### config.mk
export PLATFORM = sky130hd
export DESIGN_NAME = div_unit
export DESIGN_NICKNAME = d
export VERILOG_FILES = /design/src/rtl/div_unit.sv
export SDC_FILE = /design/constraint.sdc
export NUM_CORES = 1
export LEC_CHECK = 0
export CAP_MARGIN = 10
export CORE_MARGIN = 2
export CORE_UTILIZATION = 40
export CTS_CLUSTER_DIAMETER = 30
export CTS_CLUSTER_SIZE = 8
export DETAILED_ROUTE_END_ITERATION = 7
export PLACE_DENSITY_LB_ADDON = 0.12
export REMOVE_ABC_BUFFERS = 1
export SYNTH_ARGS = -nofsm -noshare
export SYNTH_HDL_FRONTEND = slang
export SYNTH_SLANG_ARGS = --single-unit
### constraint.sdc
create_clock -name clk -period 7.28 [get_ports clk]
set_clock_uncertainty 0.2 [all_clocks]
set_input_delay 1.456 -clock clk [delete_from_list [all_inputs] [get_ports clk]]
set_output_delay 1.456 -clock clk [all_outputs]
set_load 0.1 [all_outputs]
### src/rtl/div_unit.sv
// div_unit: iterative 32-bit signed/unsigned divider (restoring radix-2, 33-cycle latency)
module div_unit (
  input  logic        clk,
  input  logic        resetn,
  input  logic        start,
  input  logic        signed_div,
  input  logic [31:0] a,
  input  logic [31:0] b,
  input  logic        cancel,
  output logic        busy,
  output logic        valid,
  output logic [31:0] quotient,
  output logic [31:0] remainder,
  output logic        div_by_zero
);
  typedef enum logic [1:0] {IDLE, RUN, FIX, DONE} state_t;
  state_t state, state_nx;
  logic [4:0] cnt;
  logic [31:0] qr, d, a_mag, b_mag, q_fix, r_fix;
  logic [32:0] r, sh, diff;
  logic qs, rs, go;
  always_comb begin
    go = start && !cancel;
    a_mag = (signed_div && a[31]) ? -a : a;
    b_mag = (signed_div && b[31]) ? -b : b;
    sh = {r[31:0], qr[31]};
    diff = sh - {1'b0, d};
    q_fix = qs ? -qr : qr;
    r_fix = rs ? -r[31:0] : r[31:0];
    busy = state != IDLE;
    valid = state == DONE;
  end
  always_comb begin
    state_nx = state;
    unique case (state)
      IDLE: state_nx = go ? RUN : IDLE;
      RUN:  state_nx = cancel ? IDLE : (cnt == 5'd31 ? FIX : RUN);
      FIX:  state_nx = cancel ? IDLE : DONE;
      DONE: state_nx = IDLE;
    endcase
  end
  always_ff @(posedge clk or negedge resetn) begin
    if (!resetn) begin
      state <= IDLE;
      cnt <= '0;
      qr <= '0;
      r <= '0;
      d <= '0;
      qs <= 1'b0;
      rs <= 1'b0;
      quotient <= '0;
      remainder <= '0;
      div_by_zero <= 1'b0;
    end else begin
      state <= state_nx;
      if (state == IDLE && go) begin
        cnt <= '0;
        qr <= a_mag;
        d <= b_mag;
        r <= '0;
        qs <= signed_div && (a[31] ^ b[31]);
        rs <= signed_div && a[31];
      end
      if (state == RUN) begin
        cnt <= cnt + 5'd1;
        r <= diff[32] ? sh : diff;
        qr <= {qr[30:0], ~diff[32]};
      end
      // a zero divisor leaves |a| in r and all-ones in qr; only the quotient sign must be skipped
      if (state == FIX && !cancel) begin
        quotient <= (d == '0) ? '1 : q_fix;
        remainder <= r_fix;
        div_by_zero <= d == '0;
      end
    end
  end
endmodule
Word-level counts from Yosys, hierarchy flattened. Cells that the tools add are included. W data, S select, Z words.

Add/subtract/negate cells: 6. Equal/unequal tests: 4. Muxes and demuxes: 17. Bitwise operators: 2. Reductions and logical operators: 11.

Operators by type and width (count): $mux W32 (10); $neg A32 Y32 (4); $sub A33 B32 Y33 (1); $logic_not A32 Y1 (1); $mux W5 (2); $pmux W2 S4 (1); $logic_and A1 B1 Y1 (6); $mux W2 (3); $add A5 B1 Y5 const B (1); $eq A5 B5 Y1 const B (1); $eq A2 B2 Y1 const B (2); $reduce_bool A2 Y1 (2); $eq A2 B1 Y1 const B (1); $logic_not A2 Y1 (1); $logic_not A1 Y1 (1); $mux W1 (1); $not A1 Y1 (1); $xor A1 B1 Y1 (1).

Flip-flop bits (word level): 170. Bits of input ports: 69. Output and inout bits: 67. Word-level logic and storage cells: 50.

Logic depth before layout (Yosys ltp).
Word-level depth: 5. Gate-level depth with buffers: 15. Mapped depth without buffers: 13.

Worst setup path after synthesis. Ideal clock, no wire load.

Path kind: input port to flip-flop. Start: input port a[4]. End: register qr[29]. Library setup time: 133 ps. Arrival: 3620 ps. Required time: 6947 ps. Path slack: 3327 ps. Stages on the path: 9. Path buffers: 0. Path through: nor4_1 nor4b_1 and2_1 nand3_1 nor4_1 nand2_1 o41ai_1 xor2_1 o21ai_0.

Longest elaborated chain between the ends: 4.

RTL lines: start, declared (line 7) `input logic [31:0] a,`; $neg A32 Y32 (line 24) `a_mag = (signed_div && a[31]) ? -a : a;`; $mux W32 (line 24); $mux W32 (line 56) `if (state == IDLE && go) begin`; $mux W32 (line 64) `if (state == RUN) begin`; end signal, assigned (line 58) `qr <= a_mag;`; end signal, assigned (line 67) `qr <= {qr[30:0], ~diff[32]};`; end, declared (line 19) `logic [31:0] qr, d, a_mag, b_mag, q_fix, r_fix;`.

Every way passes these cells. The select of a mux whose other input is x is not followed. A chain may end at the register's enable or synchronous reset.

Worst setup path in the final report.
Start: input port a[2]. End: register qr[29].

The elaborated chain is that of the path after synthesis.

==> impl_metrics.yaml <==
run_status:
  outcome: "finished, final reports clean"
setup_path:
  crit_cells: 10
  critPathArrivalTime_ns: 4.69
  crit_buf_inv: 1
  cp_slowest_cell: "nor4_1"
  slowest_delay_ns: 0.54
  required_ns: 7.38
  cp-start-kind: "input port"
  cp_max_fo: 5
  crit_path_end_kind: "flop"
  reg2reg_depth: 13
  critPathTopFamily: "simple AND/OR/NAND/NOR gates"
  path_cells: "clkdlybuf4s50_1 > nor4_1 > nor4b_1 > and2_1 > nand3_1 > nor4_1 > nand2_1 > o41ai_1 > xor2_1 > o21ai_0"
  crit_type: "in -> reg"
  cpMostUsedCell: "nor4_1"
place:
  dpl.cell_count: 1702
  gp_congestion: 0.908
  pre_cts_slack_ns: 2.32
  dp_hpwl_um: 21300
  place.port_buffers: 135
logic_synthesis:
  ys_seq_area_share_pct: 39.0
  synth_area_leaders: "dfrtp_1 (39%), xor2_1 (7.8%), o21ai_0 (6.9%)"
  postSynthAreaPerCell_um2: 8.52
  ys_warn_count: 0
  synth_top_flop_cell: "dfrtp_1"
  yosys.cell_types.count: 57
  synth_edf_count: 0
  syn_inst: 1280
  synth_top_area_share_pct: 39.0
  yosys.area.top_type: "dfrtp_1"
  synth-seq-cells: 170
  syn_area_mm2: 0.0109
  async_flop_share_pct: 100
floorplan:
  ios: 136
  start_util_pct: 40.6
  die_y_um: 169
  die_w_um: 169
  num_rows: 60
  core_mm2: 0.0269
  die_area_mm2: 0.0286
drt:
  avgViaCountPerCell: 5.52
  num_vias: 9570
  drt-initial-drc-count: 628
  drt-wirelength-per-cell_um: 17.3
  wl_um: 29900
  first_pass_iters: 5
  drc_errors: 0
  drtAntennaViolNets: 0
clock_tree:
  cts-root-buf: "clkbuf_16"
  cts_setup_buffers: 0
  ctsResizeCount: 0
  cts_tree: "built"
  cts.sinks: 170
  numCtsBuffers: 17
  h-tree-depth: 4
  worst_skew_pair.late_latency_ns: 0.43
  ctsLongestPathBuffers: 2
  cts_hold_buf: 0
  clkSlewWorstSetupHoldPaths_ns: 0.07
timing:
  worstMarginPinSlew_ns: 0.988
  hold_viol: 0
  slew_violations: 0
  min_period_over_period_pct: 63.0
  tns_ns: 0
  fin_crit_ns: 4.59
  rsz0062_at_grt: "no"
  max_slew_margin_pct: 33.9
  hold-worst-slack_ns: 0.298
  worst_slack_ns: 2.69
  fmax_ghz: 0.218
  setup-violations-final: 0
final_layout:
  final_cells: 1733
  multiInputGateArea_mm2: 0.00627
  n_fill_cell: 2633
  final_cell_mix: "dfrtp_1 (170), o21ai_0 (151), clkdlybuf4s50_1 (134), a21oi_1 (123), nor2_1 (116)"
  drive_above_1_share_pct: 4.89
  antenna_cells: 0
  regArea_mm2: 0.00425
  final_common_cell: "dfrtp_1"
  nNetsFinal: 1488
  syn2layout_area_growth_pct: 21.5
worst_hold_path:
  min_path_type: "reg -> reg"
  hold_path_depth: 1
global_route:
  grt_pass1_vias: 9117
  antenna_found_initial: 1
  overflow: 0
  grt_max_degree: 96
  grt_pass1_wl_um: 49100
  grtUsageTotal_pct: 21.6
pwr:
  vdd_drop_max_uv: 158
  powerDensity_mw_per_mm2: 371
  p_leak_nw: 5.49
run:
  cap_violations: 0
==> metrics by stage <==
| stage | total power, mW | util [%] | instance area (um^2) |
|---|---|---|---|
| after floorplan | 3.24 | - | 10700 |
| after global placement | 3.85 | 46.8 | 12600 |
| after detailed placement | 3.86 | 46.8 | 12600 |
| after CTS | 4.94 | 49.3 | 13200 |
| after global routing | 5.29 | 49.3 | 13200 |
| final | 4.91 | 49.3 | 13200 |
==> synthesized netlist by cell type (8+ instances only) <==
cell / number
nand3_1: 37
nand2_1: 108
nand2b_1: 18
o31ai_1: 25
ha_1: 38
a31oi_1: 12
nor2_1: 118
nor4_1: 20
buf_1: 8
xor2_1: 97
or3_1: 15
nor3_1: 13
a21o_1: 12
dfrtp_1: 170
o21ai_0: 151
clkbuf_1: 59
inv_1: 47
xnor2_1: 49
or4_1: 8
mux2i_1: 22
o41ai_1: 14
a22oi_1: 29
a21oi_1: 123
o21a_1: 10
==> state kept, by name (all words and copies together) (netlist names) <==
name,count
d,32
qr,32
quotient,32
r,32
remainder,32
cnt,5
state,2
div_by_zero,1
qs,1
rs,1
==> path summary, 6_finish.rpt <==
kind / start / end / slack, ns
setup reg to reg: qr[31] / r[28] / 3.00
setup / recovery: a[2] / qr[29] / 2.69
min in group asynchronous: resetn / remainder[3] / 0.90
hold reg to reg: cnt[3] / cnt[3] / 0.30
max in group asynchronous: resetn / d[23] / 4.69
hold / removal: cnt[3] / cnt[3] / 0.30
==> layer usage <==
layer | up-vias | wire, um | global-route usage (%)
met2 | 232 | 14000 | 34.7
met4 | 2 | 546 | 6.24
met1 | 4554 | 14200 | 30.3
met3 | 34 | 1240 | 3.13
met5 | - | 12 | 0
li1 | 4748 | - | -
==> area by class of cell <==
class / count / area share [%]
inverters: 47 / 1.33
clock buffers: 18 / 3.24
repair buffers: 148 / 10.9
multi-input cells: 996 / 47.3
flip-flops and latches: 170 / 32.1
clock inverters: 13 / 1.81
well taps: 341 / 3.22
==> cells by family (layout without fill, tap and decap cells) <==
logic type	after synthesis	count (layout)	share of synthesized area [%]
xor gates and xnor gates	146	146	11.7
adders and majority gates	39	39	4.54
buffers and inverters	114	226	3.92
DFF	170	170	39.0
muxes	23	23	2.12
and+or+nand+nor	382	382	16.7
AOI/OAI and AO/OA	406	406	22.0
==> power breakdown <==
| group | total, mW | internal [mW] | switching [mW] | leakage, nW |
|---|---|---|---|---|
| logic | 2.41 | 0.922 | 1.49 | 3.10 |
| registers | 1.44 | 1.16 | 0.285 | 2.07 |
| clock network | 1.06 | 0.648 | 0.411 | 0.316 |
| total | 4.91 | 2.73 | 2.19 | 5.49 |
Note: power is estimated with default switching activity, not from simulation.
